<file path="src/rtl/sseg_pkg.sv">
// Shared 7-segment definitions: glyph table, bit positions, receiver state type.
// Encoder and decoder both use HEX_GLYPH, so the two cannot disagree.
package sseg_pkg;

    localparam logic [7:0] SSEG_BLANK = 8'hFF;
    localparam logic [7:0] SSEG_MINUS = 8'hFE;
    localparam int         SEG_DP     = 7;
    localparam int         SEG_G      = 0;

    // Active-low glyphs, bit6 = a ... bit0 = g
    localparam logic [6:0] HEX_GLYPH [16] = '{
        7'b0000001, 7'b1001111, 7'b0010010, 7'b0000110,
        7'b1001100, 7'b0100100, 7'b0100000, 7'b0001111,
        7'b0000000, 7'b0000100, 7'b0001000, 7'b1100000,
        7'b0110001, 7'b1000010, 7'b0110000, 7'b0111000
    };

    typedef enum logic {
        SETTLE = 1'b0,
        HELD   = 1'b1
    } rx_state_t;

    function automatic logic an_is_valid(input logic [3:0] an);
        return (an == 4'hE) || (an == 4'hD) || (an == 4'hB) || (an == 4'h7);
    endfunction

    function automatic logic [1:0] an_index(input logic [3:0] an);
        logic [1:0] idx;
        idx = 2'd0;
        if (!an[1]) idx = 2'd1;
        if (!an[2]) idx = 2'd2;
        if (!an[3]) idx = 2'd3;
        return idx;
    endfunction

endpackage

</file>
<file path="src/rtl/sseg_to_hex.sv">
// Purpose: map a 7-bit active-low segment pattern back to its hex nibble.
// Latency: combinational.
// Backpressure: none; non-glyph patterns give hex 0 with ok low.
module sseg_to_hex
    import sseg_pkg::*;
(
    input  logic [SEG_DP-1:SEG_G] pat,
    output logic [3:0]            hex,
    output logic                  ok
);

    always_comb begin
        hex = 4'h0;
        ok  = 1'b0;
        for (int i = 0; i < 16; i++) begin
            if (pat == HEX_GLYPH[i]) begin
                hex = 4'(i);
                ok  = 1'b1;
            end
        end
    end

endmodule

</file>
<file path="src/rtl/sseg_scan_rx.sv">
// Purpose: rebuild a consistent 4-digit frame from the multiplexed an/sseg bus.
// Latency: capture after STABLE_CYC+1 identical samples; outputs update with frame_tick.
// Backpressure: none; the bus is sampled every cycle and glitches are filtered.
module sseg_scan_rx
    import sseg_pkg::*;
#(
    parameter int STABLE_CYC = 16,
    parameter int TIMEOUT_W  = 20
) (
    input  logic        clk,
    input  logic        reset,
    input  logic [3:0]  an,
    input  logic [7:0]  sseg,
    output logic [7:0]  seg0,
    output logic [7:0]  seg1,
    output logic [7:0]  seg2,
    output logic [7:0]  seg3,
    output logic [15:0] hex_out,
    output logic [3:0]  hex_ok,
    output logic        frame_tick,
    output logic        stale
);

    localparam int                   CNT_W   = $clog2(STABLE_CYC + 1);
    localparam logic [CNT_W-1:0]     CAP_CNT = CNT_W'(STABLE_CYC - 1);
    localparam logic [TIMEOUT_W-1:0] TO_MAX  = '1;

    logic [3:0]           an_r;
    logic [7:0]           sseg_r;
    logic [CNT_W-1:0]     cnt;
    rx_state_t            state, state_nxt;
    logic [7:0]           dig_buf [4];
    logic [7:0]           seg_nxt [4];
    logic [3:0]           mask;
    logic [TIMEOUT_W-1:0] tcnt, tcnt_nxt;
    logic                 match, capture, frame_done;
    logic [1:0]           cap_idx;
    logic [3:0]           cap_bit;
    logic [15:0]          dec_hex;
    logic [3:0]           dec_ok;

    assign match      = ({an, sseg} == {an_r, sseg_r});
    assign cap_idx    = an_index(an_r);
    assign cap_bit    = 4'b0001 << cap_idx;
    assign frame_done = capture && ((mask | cap_bit) == 4'hF);
    assign tcnt_nxt   = frame_done ? '0 : ((tcnt == TO_MAX) ? tcnt : tcnt + 1'b1);

    always_comb begin
        state_nxt = state;
        capture   = 1'b0;
        case (state)
            SETTLE: begin
                if (match && (cnt == CAP_CNT) && an_is_valid(an_r)) begin
                    capture   = 1'b1;
                    state_nxt = HELD;
                end
            end
            HELD: begin
                if (!match) state_nxt = SETTLE;
            end
            default: state_nxt = SETTLE;
        endcase
    end

    // Buffer view including this edge's capture, so a completing frame is whole
    always_comb begin
        for (int i = 0; i < 4; i++) begin
            seg_nxt[i] = (capture && (cap_idx == 2'(i))) ? sseg_r : dig_buf[i];
        end
    end

    for (genvar g = 0; g < 4; g++) begin : g_dec
        sseg_to_hex u_dec (
            .pat (seg_nxt[g][SEG_DP-1:SEG_G]),
            .hex (dec_hex[g*4 +: 4]),
            .ok  (dec_ok[g])
        );
    end

    always_ff @(posedge clk) begin
        if (reset) begin
            an_r       <= 4'hF;
            sseg_r     <= SSEG_BLANK;
            cnt        <= '0;
            state      <= SETTLE;
            mask       <= 4'h0;
            tcnt       <= '0;
            stale      <= 1'b1;
            frame_tick <= 1'b0;
            hex_out    <= 16'h0;
            hex_ok     <= 4'h0;
            seg0       <= SSEG_BLANK;
            seg1       <= SSEG_BLANK;
            seg2       <= SSEG_BLANK;
            seg3       <= SSEG_BLANK;
            for (int i = 0; i < 4; i++) dig_buf[i] <= SSEG_BLANK;
        end else begin
            an_r   <= an;
            sseg_r <= sseg;
            if (!match)             cnt <= '0;
            else if (cnt != '1)     cnt <= cnt + 1'b1;
            state      <= state_nxt;
            tcnt       <= tcnt_nxt;
            frame_tick <= frame_done;
            for (int i = 0; i < 4; i++) dig_buf[i] <= seg_nxt[i];
            // Completion clears the mask even though a bit is being set this edge
            if (frame_done) begin
                mask    <= 4'h0;
                seg0    <= seg_nxt[0];
                seg1    <= seg_nxt[1];
                seg2    <= seg_nxt[2];
                seg3    <= seg_nxt[3];
                hex_out <= dec_hex;
                hex_ok  <= dec_ok;
                stale   <= 1'b0;
            end else begin
                if (capture)            mask  <= mask | cap_bit;
                if (tcnt_nxt == TO_MAX) stale <= 1'b1;
            end
        end
    end

endmodule

</file>
<file path="config.mk">
export PLATFORM = sky130hd
export DESIGN_NAME = sseg_scan_rx
export DESIGN_NICKNAME = d
export VERILOG_FILES = /design/src/rtl/sseg_pkg.sv /design/src/rtl/sseg_to_hex.sv /design/src/rtl/sseg_scan_rx.sv
export SDC_FILE = /design/constraint.sdc
export NUM_CORES = 1
export LEC_CHECK = 0
export BUFFER_PORTS_ARGS = -buffer_cell sky130_fd_sc_hd__buf_2
export CAP_MARGIN = 20
export CORE_ASPECT_RATIO = 1.4
export CORE_UTILIZATION = 67
export CTS_BUF_LIST = sky130_fd_sc_hd__clkbuf_8
export CTS_CLUSTER_DIAMETER = 200
export DETAILED_ROUTE_END_ITERATION = 8
export PLACE_DENSITY = 0.88
export SLEW_MARGIN = 20
export SYNTH_ARGS = -nofsm -noshare
export SYNTH_HDL_FRONTEND = slang
export SYNTH_SLANG_ARGS = --single-unit
</file>
<file path="constraint.sdc">
create_clock -name clk -period 6.45 [get_ports clk]
set_input_delay 0.9675 -clock clk [delete_from_list [all_inputs] [get_ports clk]]
set_output_delay 0.9675 -clock clk [all_outputs]
set_load 0.02 [all_outputs]
</file>
==> flow_summary.toml, run 1 <==
[setup_path]
worstPathCellList = "xnor2_2, and4_2, nand3_4, or3b_1, mux2i_1, a211oi_1, nor3b_1, o21ai_1"
critical-path-top-delay-family = "simple AND/OR/NAND/NOR gates"
worst-path-stages = 8
max_stage_delay_ps = 930
crit_path_top_delay_cell = "dfxtp_1"
cp_max_fo = 22
start_kind = "register"
critPathKind = "reg -> reg"
end_kind = "register"
worstPathRequired_ps = 6780
critPathArrivalTime_ps = 3730
worstRegToRegCells = 8
critPathBufInv = 0

[routing]
ant_nets = 0
drt_iter0_drc = 572
wl_per_cell_um = 18.18
dr.pass1.iters = 7
drc_errors = 0
vias_per_cell = 6.360
vias = 6907
wl_um = 19750

[grt]
antenna_found_initial = 0
grt_pass1_vias = 6445
grt_max_degree = 99
grt_usage_pct = 34.61
grt_pass1_wl_um = 31730
grt_overflow = 0

[sta]
setup_violations = 0
skew_ps = 13.15
hold_viol_final = 0
fmax_mhz = 294.8
relSlewSlack_pct = 32.33
tightest_slew_ps = 1007
rsz0062_at_grt = "no"
fin_crit_sh_pct = 52.60
setup_tns_ps = 0
min_period_ps = 3393
slew_violations = 0

[synth]
synthesis.area_um2 = 7420
yosys_warnings = 0
syn_nets = 931
synth_edf_count = 0
syn_avg_cell_area_um2 = 8.127
synth-seq-area-share_pct = 34.54
synth_mux_area_share_pct = 6.560
async_reset_ff_share_pct = 0
synth.most_common_cell = "nor2_1"
synth_ff_type = "dfxtp_1"
synth.area.top_cells = "dfxtp_1, nor2_1, mux2i_1, nand2b_1, a211o_1"
yosysTopAreaCell = "dfxtp_1"
yosys-top-cells-count = "nor2_1, dfxtp_1, clkbuf_1"
synth_top_area_share_pct = 34.54
synth-simple-area-share_pct = 32.50
synth_adder_area_share_pct = 0.6745
synth_top_family_by_area = "simple AND/OR/NAND/NOR gates"
ys_ff_latch = 128
netlist_instances = 913
ys_types = 76
synth_compound_area_share_pct = 15.97
synth_xor_area_share_pct = 4.536

[cts]
max-clock-path-buffers = 2
clk_pin_slew_ps = 70
insertion_delay_ps = 450
root_buffer = "clkbuf_8"
ctsHoldBuffers = 0
h-tree-depth = 4
cts.sinks = 128
post_cts.repair.setup_buffers = 0
cts-resized-gates = 0
cts_tree = "done"
cts_buffers = 17

[run_status]
status = "complete, no violations"

[final_layout]
n_antenna_cell = 0
fin_nets = 950
area_growth_pct = 8.651
drive_above_1_share_pct = 15.34

[die]
fp.dieH_um = 126.5
die_area_um2 = 11510
coreArea_um2 = 10810
start_util_pct = 68.63
die_w_um = 90.94
rows = 45
io_pins = 68

[power]
power_density_nw_per_um2 = 198.4
p_total_mw = 1.600
leakagePower_nw = 3.094
ir_drop_mv = 0.2359

[min_path]
hold_path_depth = 1
hold_path_class = "reg -> reg"

[placement]
gp_congestion = 0.9981
numPortBuffers = 67
hpwl_um = 13830

[flow_run]
cap_violations = 0
[worst register-to-register path, stage by stage, from the launching register on]
cell and delay [ps]:
dfxtp_1 930, xnor2_2 210, and4_2 330, nand3_4 140, or3b_1 750, mux2i_1 310, a211oi_1 280, nor3b_1 260
o21ai_1 90
[path summary, 6_finish.rpt]
kind,end,start,slack (ps)
hold / removal,seg0[5],seg0[5],460
setup / recovery,hex_out[12],sseg_r[5],3060
setup reg to reg,hex_out[12],sseg_r[5],3060
hold reg to reg,seg0[5],seg0[5],460
[area by class of cell]
cell class	instances	area (um2)
Inverter	7	26.28
Timing Repair Buffer	75	395.4
Multi-Input combinational cell	703	4487
Tap cell	141	176.4
Clock inverter	14	166.4
Clock buffer	18	247.7
Fill cell	838	2749
Sequential cell	128	2562
[cells by family (layout without fill, tap and decap cells)]
logic type	count (synthesis)	in the layout
buf+inv	82	114
fa+ha+maj	4	4
flops	128	128
simple gates	452	452
compound gates	164	164
mux	48	48
xor+xnor	35	35
[stage by stage]
| stage | worst slack, ps | cell area (um2) | hold WS, ps | instances | utilization, % |
|---|---|---|---|---|---|
| 2_1_floorplan | 3515 | 7420 | 433.7 | 913 | - |
| 3_3_place_gp | 2987 | 7647 | 439.5 | 1054 | 70.74 |
| 3_5_place_dp | 2949 | 7647 | 444.2 | 1054 | 70.74 |
| 4_1_cts | 3133 | 8061 | 465.3 | 1086 | 74.57 |
| 5_1_grt | 2888 | 8061 | 471.6 | 1086 | 74.57 |
| 6_report | 3057 | 8061 | 460.4 | 1086 | 74.57 |
[cells in the final DEF (no fill, tap or decap), types with 14 or more instances in the layout]
master / netlist / layout
a211o_1: 32 / 32
a21oi_1: 24 / 24
buf_2: 10 / 67
clkbuf_8: 0 / 18
dfxtp_1: 128 / 128
mux2i_1: 43 / 43
nand2_1: 47 / 47
nand2b_1: 47 / 47
nand3_1: 43 / 43
nand4_1: 23 / 23
nor2_1: 138 / 138
nor2b_1: 17 / 17
nor3_1: 37 / 37
o21ai_0: 28 / 28
xnor2_1: 17 / 17
xor2_1: 14 / 14
[per-layer routing]
layer / vias to the layer above / global-route usage (%) / wire length [um]
met2: 362 / 58.78 / 9467
met4: 0 / 22.69 / 1085
met3: 85 / 6.115 / 1513
met1: 3135 / 39.88 / 7681
li1: 3325 / - / -
met5: - / 0 / 0
[state kept, by name (all words and copies together), names as in the netlist]
| register | flops |
|---|---|
| state | 1 |
| an_r | 4 |
| tcnt | 20 |
| hex_out | 16 |
| seg3 | 8 |
| seg0 | 8 |
| hex_ok | 4 |
| frame_tick | 1 |
| cnt | 5 |
| stale | 1 |
| seg2 | 8 |
| sseg_r | 8 |
| dig_buf | 32 |
| seg1 | 8 |
| mask | 4 |
[report_power, final]
group	leakage (nW)	switching [mW]	total, mW	internal (mW)
sequential	1.04	0.0153	0.811	0.795
clock	0.206	0.329	0.720	0.391
combinational	1.85	0.0422	0.0694	0.0272
Note: power is estimated with default switching activity, not from simulation.
==> run 2: changes to the inputs <==
Settings changed: ABC_AREA set to 1, CORE_UTILIZATION 67 to 62, PLACE_DENSITY 0.88 to 0.83.
Clock period 6.45 ns to 3.2 ns, I/O delays scaled along.
==> run 2 against run 1 <==
Against the previous run:
- routed wire length shrank 17%
- power grew 99%
- flip-flop and latch count is the same
- via count shrank 1.8%
- clock skew shrank 3.2 ps
- largest power group unchanged
==> flow_summary.toml, run 2 <==
[final_layout]
design_area_um2 = 7697
top_register = "dig_buf"
final_cell_mix = "nand2_1, nor2_1, dfxtp_1"
layout_commonest_cell = "nand2_1"
n_antenna_cell = 0
largest_reg_flops = 32
final_util_pct = 71.20
fin_nets = 1151
top_regs = "dig_buf (32), tcnt (20), hex_out (16)"
area_growth_pct = 12.24
drive_above_1_share_pct = 15.27

[die]
die_w_um = 90.89
die_area_um2 = 11490
fp.dieH_um = 126.4
rows = 45
io_pins = 68
start_util_pct = 63.44
coreArea_um2 = 10810

[cts]
h-tree-depth = 4
cts.sinks = 128
ctsHoldBuffers = 0
cts_tree = "done"
post_cts.repair.setup_buffers = 0
clk_pin_slew_ps = 80
max-clock-path-buffers = 2
insertion_delay_ps = 440
cts_buffers = 17
root_buffer = "clkbuf_8"
cts-resized-gates = 0

[synth]
netlist_instances = 1070
yosys_warnings = 0
async_reset_ff_share_pct = 0
synthesis.area_um2 = 6858
synth.area.top_cells = "dfxtp_1, nand2_1, nor2_1, inv_1, a21oi_1"
syn_nets = 1088
ys_ff_latch = 128
yosysTopAreaCell = "dfxtp_1"
yosys-top-cells-count = "nand2_1, nor2_1, dfxtp_1"
ys_types = 42
synth_ff_type = "dfxtp_1"
synth-seq-area-share_pct = 37.37
synth_edf_count = 0
syn_avg_cell_area_um2 = 6.409
synth.most_common_cell = "nand2_1"
synth_top_area_share_pct = 37.37

[setup_path]
end_kind = "register"
worstRegToRegCells = 16
max_stage_delay_ps = 360
reg2reg_to = "hex_ok[2]"
path_common_cell = "nand2_1"
critPathArrivalTime_ps = 3240
r2r-start = "cnt[1]"
critPathBufInv = 0
critPathKind = "reg -> reg"
crit_path_top_delay_cell = "dfxtp_1"
critical-path-top-delay-family = "simple AND/OR/NAND/NOR gates"
worstPathCellList = "ha_1, and3_1, ha_1, nand3_2, a21oi_4, nand4_4, nand2_1, nand2_1, nand2_1, nor2_1, nand2_1, nand2_1, nor2_2, nand3_1, o21ai_1, nand2_1"
start_kind = "register"
r2r_setup_slack_ps = 300
worstPathRequired_ps = 3540
cp_max_fo = 18

[min_path]
min_to = "an_r[0]"
min-delay-start = "an[0]"
hold_path_class = "in -> reg"
hold_path_depth = 3

[sta]
fmax_mhz = 344.9
skew_ps = 9.964
setup_tns_ps = 0
rsz0062_at_grt = "no"
tightest_slew_ps = 620.4
fin_crit_sh_pct = 90.60
hold_viol_final = 0
postLayoutSetupSlackWorst_ps = 300.9
slew_violations = 0
min_period_ps = 2899
setup_violations = 0
relSlewSlack_pct = 58.60

[grt]
grt_usage_pct = 29.48
grt_overflow = 0
grt_pass1_wl_um = 27370
grt_pass1_vias = 6325
antenna_found_initial = 0
grt_max_degree = 43

[flow_run]
cap_violations = 0

[placement]
numPortBuffers = 67
hpwl_um = 12170
gp_congestion = 0.8989
placed_area_um2 = 7262
dp_slack_ps = 235.0

[routing]
drc_errors = 0
ant_nets = 0
vias_per_cell = 5.273
wl_per_cell_um = 12.77
drt_iter0_drc = 419
dr.pass1.iters = 6
vias = 6786
wl_um = 16440

[power]
leakagePower_nw = 3.872
ir_drop_mv = 0.2798
p_total_mw = 3.191
power_density_nw_per_um2 = 414.5

[run_status]
status = "complete, no violations"
[run 2: changes by cell type after synthesis, moves of 20 or more]
cell      delta
mux2i_1     -39
nand2b_1    -47
nor3_1      -25
clkbuf_1    -40
nor2_1      +20
a21oi_1     +29
nand2_1    +329
a211o_1     -32
inv_1       +94
[run 2: report_power, final]
group / switching, mW / total, mW / internal (mW)
sequential: 0.0186 / 1.62 / 1.60
combinational: 0.0909 / 0.128 / 0.0368
clock: 0.654 / 1.44 / 0.787
[run 2: worst reg2reg max path, cell delays in order (launching register included)]
cell	delay [ps]
dfxtp_1	360
ha_1	170
and3_1	180
ha_1	190
nand3_2	100
a21oi_4	330
nand4_4	340
nand2_1	150
nand2_1	150
nand2_1	220
nor2_1	90
nand2_1	80
nand2_1	70
nor2_2	120
nand3_1	80
o21ai_1	120
nand2_1	60
[run 2: layout make-up]
class	count	area [um2]
fill	1005	3113
timing repair buffer	76	402.9
multi-input combinational	797	3716
clock buffer	18	247.7
tap	141	176.4
sequential	128	2562
inverter	113	424.2
clock inverter	14	167.7
[run 2: worst max-delay path by stage]
stage           start          to  cells after the start
2_1_floorplan  cnt[0]   hex_ok[2]                     15
3_3_place_gp   cnt[0]  hex_out[5]                     15
5_1_grt        cnt[0]   hex_ok[3]                     18
6_report       cnt[1]   hex_ok[2]                     16
3_5_place_dp   cnt[1]  hex_out[5]                     15
4_1_cts        cnt[1]  hex_out[5]                     15
[run 2: metrics by stage]
step           instances  hold WS (ps)
2_1_floorplan       1070         422.3
3_3_place_gp        1255         430.8
3_5_place_dp        1255         433.5
4_1_cts             1287         236.0
5_1_grt             1287         237.6
6_report            1287         247.3
[run 2: cell families after synthesis]
group / share of synthesized area [%]
compound gates: 8.484
xor+xnor: 1.660
fa+ha+maj: 0.7298
buf+inv: 8.849
flops: 37.37
mux: 0.5839
simple gates: 42.33
[run 2: layer usage]
metal | vias to the layer above | global-route usage (%) | part of all wire (%)
li1 | 3498 | - | -
met1 | 3059 | 30.89 | 41
met2 | 169 | 55.88 | 52
met3 | 60 | 6.415 | 3.8
met4 | 0 | 12.89 | 3.7
met5 | - | 0 | 0
==> run 3: changes to the inputs <==
Settings changed: CORE_MARGIN set to 2, CORE_UTILIZATION 62 to 35, PLACE_DENSITY 0.83 to not set.
==> run 3 against run 2 <==
Against the previous run:
- combinational power up 4%
- worst hold slack lost 21 ps
- power is 0.81% higher
- fmax increased by 0.57%
- highest routed layer unchanged
- clock skew increased by 4.6 ps
- final cell count up 8.5%
- design area increased by 1.9%
- first-iteration DRC count is 11% lower
- count of clock-buffer cells in the layout unchanged
==> flow_summary.toml, run 3 (synthesis results as in run 2) <==
[cts]
h-tree-depth = 4
cts_tree = "done"
clk_pin_slew_ps = 70
ctsHoldBuffers = 0
cts_buffers = 17
cts.sinks = 128
root_buffer = "clkbuf_8"
insertion_delay_ps = 460
max-clock-path-buffers = 2

[setup_path]
reg2reg_to = "hex_ok[0]"
r2r-start = "cnt[0]"
critPathKind = "reg -> reg"
worstPathRequired_ps = 3600
cp_max_fo = 23
end_kind = "register"
r2r_setup_slack_ps = 320
start_kind = "register"
critPathArrivalTime_ps = 3280
worstRegToRegCells = 17

[routing]
vias = 6634
drt_iter0_drc = 371
wl_per_cell_um = 12.82
vias_per_cell = 4.749
dr.pass1.iters = 5
wl_um = 17910
drc_errors = 0
ant_nets = 0

[min_path]
hold_path_depth = 3
hold_path_class = "in -> reg"
min-delay-start = "an[0]"
min_to = "an_r[0]"

[sta]
setup_violations = 0
min_period_ps = 2883
fmax_mhz = 346.9
relSlewSlack_pct = 54.11
postLayoutSetupSlackWorst_ps = 317.4
tightest_slew_ps = 687.5
setup_tns_ps = 0
skew_ps = 14.59
slew_violations = 0
fin_crit_sh_pct = 90.08
hold_viol_final = 0
rsz0062_at_grt = "no"

[final_layout]
drive_above_1_share_pct = 15.58
n_fill_cell = 2151
final_cell_mix = "nand2_1, nor2_1, dfxtp_1"
area_growth_pct = 14.40
layout_commonest_cell = "nand2_1"
top_regs = "dig_buf (32), tcnt (20), hex_out (16)"
top_register = "dig_buf"
fin_nets = 1154
n_antenna_cell = 0
largest_reg_flops = 32

[die]
coreArea_um2 = 19220
io_pins = 68
die_w_um = 122.3
fp.dieH_um = 169.6
rows = 60
start_util_pct = 35.68
die_area_um2 = 20750

[grt]
grt_usage_pct = 18.16
grt_overflow = 0
grt_max_degree = 43
antenna_found_initial = 0
grt_pass1_wl_um = 29960
grt_pass1_vias = 6365

[power]
sw_frac_of_total_pct = 24.52
intPower_mw = 2.428
leakagePower_nw = 3.892
ir_drop_mv = 0.2396
power.share.clock_pct = 45.4
switching_power_mw = 0.7889
power_density_nw_per_um2 = 410.0
comb_power_share_pct = 4.1
seq_power_share_pct = 50.4

[flow_run]
cap_violations = 0

[placement]
numPortBuffers = 67
dp_slack_ps = 265.7
hpwl_um = 13700
gp_congestion = 0.8835

[run_status]
status = "complete, no violations"
-- run 3: worst max path at each step --
stage	start	to	slack, ps
2_1_floorplan	cnt[0]	hex_ok[2]	790
3_3_place_gp	cnt[0]	hex_out[5]	360
3_5_place_dp	cnt[0]	hex_out[5]	270
4_1_cts	cnt[0]	hex_out[5]	250
5_1_grt	cnt[1]	hex_ok[0]	5
6_report	cnt[0]	hex_ok[0]	320
-- run 3: worst max-delay path: stages, from the launching register on --
cell     delay (ps)
dfxtp_1         350
ha_1            170
and3_1          180
ha_1            180
nand3_2         100
a21oi_4         340
nand3_4         310
nand2_1         160
inv_1            60
nor2_2          180
nand2_1         100
nor2_2          210
nand2_1         100
o21ai_1         130
nor2_1           70
nand2_1          70
nand2_1          50
nand3_1          70
-- run 3: stage by stage --
stage / util, % / area, um2 / hold WS (ps) / power [mW] / std cells
global placement: 38.60 / 7418 / 432.5 / 1.792 / 1365
CTS: 40.74 / 7830 / 193.5 / 3.265 / 1397
detailed placement: 38.60 / 7418 / 438.3 / 1.793 / 1365
global route: 40.82 / 7845 / 224.4 / 3.346 / 1397
finish: 40.82 / 7845 / 225.9 / 3.217 / 1397
floorplan: - / 6858 / 422.3 / 1.745 / 1070
-- run 3: area by class of cell --
cell class / count / area (um2) / area share (%)
clock buffer: 18 / 247.7 / 3.158
clock inverter: 14 / 163.9 / 2.089
sequential: 128 / 2562 / 32.66
tap: 248 / 310.3 / 3.955
timing repair buffer: 79 / 425.4 / 5.423
multi-input combinational: 797 / 3711 / 47.30
inverter: 113 / 424.2 / 5.407
-- run 3: power by group through the flow --
stage	sequential [mW]	combinational, mW	clock (mW)
final	1.62	0.133	1.46
after global routing	1.62	0.151	1.57
after CTS	1.62	0.134	1.51
after detailed placement	1.66	0.134	0
after global placement	1.66	0.133	0
after floorplan	1.65	0.0944	0
-- run 3: timing repair --
item	CTS	global route
setup endpoints to repair	0	2
resized for setup	0	2
buffers inserted	0	0
-- run 3: per-layer routing --
layer | wire, um | share of wire (%) | GRT usage (%)
met1 | 7347 | 41 | 19.49
met2 | 9394 | 52 | 33.96
met3 | 766 | 4.3 | 3.931
met4 | 396 | 2.2 | 7.046
met5 | 0 | 0 | 0
